**config.mk**
```make
export PLATFORM = sky130hd
export DESIGN_NAME = rf_write_port_arbiter
export DESIGN_NICKNAME = d
export VERILOG_FILES = /design/src/rtl/rf_write_port_arbiter.sv
export SDC_FILE = /design/constraint.sdc
export NUM_CORES = 1
export LEC_CHECK = 0
export CAP_MARGIN = 10
export CORE_MARGIN = 2
export CORE_UTILIZATION = 47
export CTS_BUF_LIST = sky130_fd_sc_hd__clkbuf_8
export CTS_CLUSTER_DIAMETER = 30
export DETAILED_ROUTE_END_ITERATION = 10
export GPL_TIMING_DRIVEN = 0
export PLACE_DENSITY = 0.92
export SYNTH_ARGS = -nofsm -noshare
export SYNTH_HDL_FRONTEND = slang
export SYNTH_SLANG_ARGS = --single-unit
```
**constraint.sdc**
```tcl
create_clock -name clk -period 3.78 [get_ports clk]
set_input_delay 0.945 -clock clk [delete_from_list [all_inputs] [get_ports clk]]
set_output_delay 0.945 -clock clk [all_outputs]
set_load 0.05 [all_outputs]
```
**src/rtl/rf_write_port_arbiter.sv**
```systemverilog
// Shares the register file write port between the pipeline writeback path and a
// buffered long-latency result stream, with a starvation stall so buffered results drain.
module rf_write_port_arbiter #(
  parameter int DATA_WIDTH   = 32,
  parameter int ADDR_WIDTH   = 5,
  parameter int BUF_DEPTH    = 2,
  parameter int STARVE_LIMIT = 4
) (
  input  logic                         clk,
  input  logic                         rst,
  input  logic                         pipe_wb_en,
  input  logic [ADDR_WIDTH-1:0]        pipe_wb_rd,
  input  logic [DATA_WIDTH-1:0]        pipe_wb_data,
  input  logic                         ml_valid,
  input  logic [ADDR_WIDTH-1:0]        ml_rd,
  input  logic [DATA_WIDTH-1:0]        ml_data,
  output logic                         ml_ready,
  output logic                         rf_we,
  output logic [ADDR_WIDTH-1:0]        rf_waddr,
  output logic [DATA_WIDTH-1:0]        rf_wdata,
  output logic                         pipe_stall,
  output logic [$clog2(BUF_DEPTH):0]   buf_count
);

  localparam int PW = $clog2(BUF_DEPTH);
  localparam int CW = $clog2(BUF_DEPTH) + 1;
  localparam int SW = $clog2(STARVE_LIMIT + 1);
  localparam logic [CW-1:0] DEPTH_C  = CW'(BUF_DEPTH);
  localparam logic [SW-1:0] STARVE_C = SW'(STARVE_LIMIT);

  logic [ADDR_WIDTH-1:0] rd_mem   [BUF_DEPTH];
  logic [DATA_WIDTH-1:0] data_mem [BUF_DEPTH];
  logic [PW-1:0]         wr_ptr;
  logic [PW-1:0]         rd_ptr;
  logic [CW-1:0]         count;
  logic [SW-1:0]         starve_cnt;
  logic                  pipe_live;
  logic                  head_grant;
  logic                  enq;

  // Acceptance depends only on registered occupancy, so a full buffer never passes through.
  assign ml_ready   = ~rst & (count < DEPTH_C);
  assign pipe_stall = ~rst & (starve_cnt == STARVE_C);
  assign buf_count  = rst ? '0 : count;

  // Writes to x0 are handshaken but discarded.
  assign enq        = ml_valid & ml_ready & (ml_rd != '0);
  assign pipe_live  = ~rst & pipe_wb_en & (pipe_wb_rd != '0) & ~pipe_stall;
  assign head_grant = ~rst & ~pipe_live & (count != '0);

  always_comb begin
    rf_we    = 1'b0;
    rf_waddr = '0;
    rf_wdata = '0;
    if (pipe_live) begin
      rf_we    = 1'b1;
      rf_waddr = pipe_wb_rd;
      rf_wdata = pipe_wb_data;
    end else if (head_grant) begin
      rf_we    = 1'b1;
      rf_waddr = rd_mem[rd_ptr];
      rf_wdata = data_mem[rd_ptr];
    end
  end

  always_ff @(posedge clk) begin
    if (rst) begin
      wr_ptr     <= '0;
      rd_ptr     <= '0;
      count      <= '0;
      starve_cnt <= '0;
    end else begin
      if (enq)        wr_ptr <= wr_ptr + PW'(1);
      if (head_grant) rd_ptr <= rd_ptr + PW'(1);
      case ({enq, head_grant})
        2'b10:   count <= count + CW'(1);
        2'b01:   count <= count - CW'(1);
        default: count <= count;
      endcase
      if (count == '0 || head_grant)
        starve_cnt <= '0;
      else if (starve_cnt != STARVE_C)
        starve_cnt <= starve_cnt + SW'(1);
    end
  end

  // Payload storage carries no reset; occupancy alone decides validity.
  always_ff @(posedge clk) begin
    if (enq) begin
      rd_mem[wr_ptr]   <= ml_rd;
      data_mem[wr_ptr] <= ml_data;
    end
  end

endmodule

```
# Yosys cells after proc, flatten, opt, wreduce, memory -nomap -nowiden
# Memories as Yosys holds them, arrays and structs flattened. A register that Yosys moved wholly into a read port is not among the register bits.
# Index checks and enable logic that the tools add are counted.
# totals
ff_bits,7
ramBits,74
input_bits,78
out_inout_bits,42
wordCells,49
mem_count,2
# classes
n_addsub,5
order_cmp,1
n_eq_ne,4
muxes,14
n_bitwise,12
reduce_logical,7
# mem_list
name,depth,word_bits,read_ports,rd_ports_with_merged_regs,wr,line,text
data_mem,2,32,1,1,1,32,logic [DATA_WIDTH-1:0] data_mem [BUF_DEPTH];
rd_mem,2,5,1,1,1,31,logic [ADDR_WIDTH-1:0] rd_mem [BUF_DEPTH];
# op_table
cell,count
two-way mux 32 bit,2
two-way mux 5 bit,2
nonzero test 5 bit,2
AND 1 bit,9
two-way mux 1 bit,8
one-hot mux 2 bit (2 select lines),1
nonzero test 2 bit,2
adder 3 x 1 -> 3 bit (second input constant),1
== test 3 bit (second input constant),1
inequality test 3 bit (second input constant),1
inverter 1 bit,3
adder 1 bit (second input constant),2
adder 2 x 1 -> 2 bit (second input constant),1
== test 2 x 1 -> 1 bit (second input constant),1
== test 2 bit (second input constant),1
logical NOT 2 bit,1
< comparator 2 bit (second input constant),1
two-way mux 2 bit,1
OR reduction 2 bit,1
subtractor 2 x 1 -> 2 bit (second input constant),1
logical OR 1 bit,1

# Depth between registers and ports, before layout
# Gate-level depths: netlist of the first run.
# depth
depth_word,9
ltp_mapped,10
depth_no_buf,10

# Worst setup path after synthesis of the first run
# No wires, ideal clock.
# synth_path
path_kind,input to output
from,input port pipe_wb_rd[0]
to,output port rf_waddr[2]
arrival_ns,3.108
setup_slack_ns,-0.273
path_stages,4
path_buffers,0
path_cell_list,or4_4 > o2111ai_4 > nand2b_2 > o21ai_0
# synth_via
elab_chain_cells,8
# synth_lines
element,line,text
start: declaration,12,"input logic [ADDR_WIDTH-1:0] pipe_wb_rd,"
nonzero test 5 bit *,48,assign pipe_live = ~rst & pipe_wb_en & (pipe_wb_rd != '0) & ~pipe_stall;
AND 1 bit * (2 in series),48,
inverter 1 bit,49,assign head_grant = ~rst & ~pipe_live & (count != '0);
AND 1 bit (2 in series),49,
two-way mux 5 bit,59,end else if (head_grant) begin
two-way mux 5 bit *,55,if (pipe_live) begin
end: declaration,19,"output logic [ADDR_WIDTH-1:0] rf_waddr,"
# Mark *: on every way between the ends. The rest lies on a longest branch, timed or not.

# Worst setup path after layout of the first run
# layout_path
from,input port pipe_wb_rd[0]
to,output port rf_waddr[4]
# Same word-level chain as after synthesis.

==> summary.md, run 1 <==
| Metric | Value |
|---|---|
| Status | completed |
| Area grow syn2layout | 48.9% |
| Worst path bufs/invs | 4 |
| CP required | 2.83 ns |
| Worst Setup Path Type | in2out |
| DRC | 0 |
| WHS | 0.471 ns |
| Fillers | 501 |
| Routed len/inst | between 15 and 20 µm |
| Number of CTS-inserted buffers | 9 |
| Area of the multi-input gates | around 1200 µm² |
| Launch point of the worst path | pipe_wb_rd[0] |
| Vias | roughly 2.5k |
| Final core occ | between 70% and 80% |
| Flop pwr share | 41.9% |
| Post-synth EDFFs | between 70 and 80 |
| RR Endpoint | count[1]$_SDFFE_PP0P_ |
| Hold-fix buffers, CTS | 0 |
| Critical path arrival | about 2.8 ns |
| Worst-skew pair later-pin latency | roughly 0.35 ns |
| Chip height | a little over 90 µm |
| Drt pass-1 iters | 4 |
| Grt ovf | 0 |
| Max clock buf depth | 2 |
| Fin crit share | 98.8% |
| Min-Delay Path Class | reg2reg |
| Transition time at the pin with the least slew margin | between 0.5 and 0.6 ns |
| Comb pwr share | 34.0% |
| Net Sw Power | between 0.8 and 0.9 mW |
| Max Freq | about 0.27 GHz |
| Initial Utilization | a little under half |
| Drt via density | about 5.1 |
| Layout cells sized above 1 | between 20% and 30% |
| Post-synth ARST share | 0% |
| CTS tree | yes |
| Starting DRT DRC Count | 87 |
| Largest net degree at the start of global routing | 28 |
| Core Rows | 32 |
| Post-synthesis sequential area ratio | about two thirds |
| DRT Wirelength | roughly 8400 µm |
| Slew Limit Fails | 0 |
| Yosys reg bits | 82 |
| Worst r2r src | starve_cnt[0]$_SDFFE_PP0P_ |
| Power share of the clock group | about a quarter |
| Crit-path cells | dlygate4sd2_1 -> or4_4 -> o2111ai_4 -> buf_12 -> buf_4 -> nand2b_2 -> o21ai_0 -> clkbuf_4 |
| Mapped cell area | approximately 3600 µm² |
| Antenna cell count | 0 |
| Hold Crit Depth | 1 |
| Setup Skew | around 0.012 ns |
| Clk sinks | ~80 |
| Synth Flop Type | edfxtp_1 |
| YS warnings | 0 |
| ANT nets after route | 0 |
| Port Buffers | approximately 120 |
| Crit path launch type | primary input |
| Number of distinct library cells after synthesis | 28 |
| Vias in the first global route | 2674 |
| Tot GR Track Use | between 10% and 20% |
| Relative slew margins | between 60% and 70% |
| Hpwl dp | just under 6000 µm |
| Leak | just over 2 nW |
| NumNets Final | 464 |
| Die ar. | roughly 8500 µm² |
| CP peak stage delay | ~0.52 ns |
| Number of max-cap violations | 0 |
| CP Max Fanout | 6 |
| Sequential Area | 2380 µm² |
| Root buffer cell | clkbuf_8 |
| Routability cong. | between 0.8 and 0.9 |
| FF-to-FF path depth | 11 |
| Switching fraction of total power | around a third |
| H-tree depth | 3 |
| VDD IR max | between 0.2 and 0.3 mV |
| Final setup viols | 0 |
| R2R Setup Slk | 1.36 ns |
| First-pass GRT wire length | between 10000 and 15000 µm |
| Syn avg cell area | approximately 15 µm² |
| Hold Vio Cnt, Final | 0 |
| Crit-path leading delay family | buffers and inverters |
| Gate Count Post-Synth | approximately 250 |
| PwrDens | roughly 470 nW/µm² |
| Core Footprint | ~7600 µm² |
| RSZ-0062 raised after global routing | false |
| Initial antenna violation count | 0 |
| Clock transition time at the flip-flop clock pins of the worst setup and hold paths | ~0.090 ns |
| Die Width | just over 90 µm |
| HP Start | rd_ptr$_SDFFE_PP0P_ |
| Critical Path Slowest Stage Cell | or4_4 |
| Total nets after synthesis | 328 |
| Worst Setup End Kind | output pin |
| # IOs | between 100 and 150 |
| CP Depth | 8 |
| Final min period | ~3.7 ns |
| Internal | 1.74 mW |
through the flow:
| step | setup WS [ns] | area (µm²) | instances | setup TNS (ns) | total power [mW] |
|---|---|---|---|---|---|
| 6_report | 0.0459 | 5420 | 490 | 0 | 2.57 |
| 5_1_grt | 0.000154 | 5420 | 490 | 0 | 2.66 |
| 4_1_cts | -0.0319 | 5400 | 492 | -0.214 | 2.57 |
| 3_5_place_dp | -1.00 | 5010 | 470 | -32.34 | 1.91 |
| 3_3_place_gp | -1.17 | 4960 | 468 | -116.25 | 1.88 |
| 2_1_floorplan | -0.273 | 3640 | 247 | -0.818 | 1.62 |
cell usage after synthesis (2+ instances only):
library cell	n	area (µm²)
a21oi_1	2	10.0
buf_2	5	25.0
buf_6	3	33.8
clkbuf_1	2	7.51
dfxtp_1	8	160
edfxtp_1	74	2220
ha_1	3	37.5
inv_1	5	18.8
mux2_1	2	22.5
mux2_2	32	360
mux2i_1	39	390
nand2_1	8	30.0
nor2_1	42	158
nor2b_1	2	12.5
o21ai_0	6	30.0
or3_1	2	12.5
logic make-up after synthesis:
kind of cell,count (synthesis),synth area share [%]
fa+ha+maj,3,1.03
flops,82,65.5
buf+inv,15,2.34
mux,73,21.3
compound gates,12,2.37
xor+xnor,2,0.482
simple gates,60,7.05
per-layer routing:
layer | wire length [µm] | GRT usage, % | up-vias
met5 | 0 | 0 | -
met4 | 286 | 9.83 | 0
met3 | 440 | 3.70 | 27
met2 | 4420 | 36.8 | 97
met1 | 3240 | 21.8 | 1183
li1 | - | - | 1183
worst register-to-register path, delay by kind of cell (launching register included):
family / cells / cell delay, ns
AO/OA/AOI/OAI: 2 / 0.31
adder cells (fa/ha/maj): 2 / 0.56
buffers and inverters: 4 / 0.44
flip-flops: 1 / 0.37
AND/OR/NAND/NOR: 3 / 0.67
state kept, by name, summed over array words and instances, names as in the netlist, named ones only:
name,count
rd_mem,10
wr_ptr,1
rd_ptr,1
count,2
starve_cnt,3
data_mem,64
layout make-up:
type | count | area share (%)
tap | 102 | 2.36
inverter | 5 | 0.347
clock inverter | 7 | 1.29
sequential | 82 | 44.0
buffer | 9 | 1.76
multi-input combinational | 150 | 23.0
timing repair buffer | 126 | 25.0
clock buffer | 9 | 2.29
cells in the final DEF, fill, tap and decap left out, types with 3 or more instances in the layout:
cell,instances
clkdlybuf4s50_1,77
edfxtp_1,74
nor2_1,40
mux2i_1,39
mux2_2,21
buf_6,17
mux2_4,13
buf_8,12
clkbuf_8,11
buf_2,9
nand2_1,8
dfxtp_1,8
buf_12,7
inv_1,5
buf_4,5
o21ai_0,5
ha_1,3
clkinvlp_4,3
dlygate4sd2_1,3
power groups by stage:
stage	registers, mW	clock network [mW]	logic [mW]
final	1.08	0.620	0.874
after floorplan	1.09	0	0.527
after global routing	1.08	0.658	0.920
after CTS	1.08	0.628	0.865
after detailed placement	1.10	0	0.812
after global placement	1.09	0	0.782
worst max-delay path by stage:
stage                                            to  slack (ns)
after floorplan                         rf_waddr[2]       -0.27
after global placement    data_mem[1][24]$_DFFE_PP_       -1.17
after detailed placement               rf_wdata[17]       -1.00
after CTS                              rf_wdata[22]       -0.03
after global routing                    rf_waddr[3]      0.0002
final                                   rf_waddr[4]        0.05
repair_timing:
item                       in CTS  in global routing
cloned                          1                  0
setup endpoints to repair      38                 33
pin swaps                       2                  2
resized for setup             280                 22
buffers inserted                5                  0
No activity file was read; power rests on OpenSTA's default activity.
==> inputs of run 2 (changes only) <==
--- a/config.mk
+++ b/config.mk
@@ -5,7 +5,6 @@
 export SDC_FILE = /design/constraint.sdc
 export NUM_CORES = 1
 export LEC_CHECK = 0
-export CAP_MARGIN = 10
 export CORE_MARGIN = 2
 export CORE_UTILIZATION = 47
 export CTS_BUF_LIST = sky130_fd_sc_hd__clkbuf_8
==> results of run 2 <==
Same layout as run 1: the final DEF is identical, and so are final timing and power.
==> inputs of run 3 (changes only) <==
--- a/config.mk
+++ b/config.mk
@@ -5,6 +5,7 @@
 export SDC_FILE = /design/constraint.sdc
 export NUM_CORES = 1
 export LEC_CHECK = 0
+export ABC_CLOCK_PERIOD_IN_PS = 3780
 export CORE_MARGIN = 2
 export CORE_UTILIZATION = 47
 export CTS_BUF_LIST = sky130_fd_sc_hd__clkbuf_8
==> results of run 3 <==
Same layout as run 1: the final DEF is identical, and so are final timing and power.
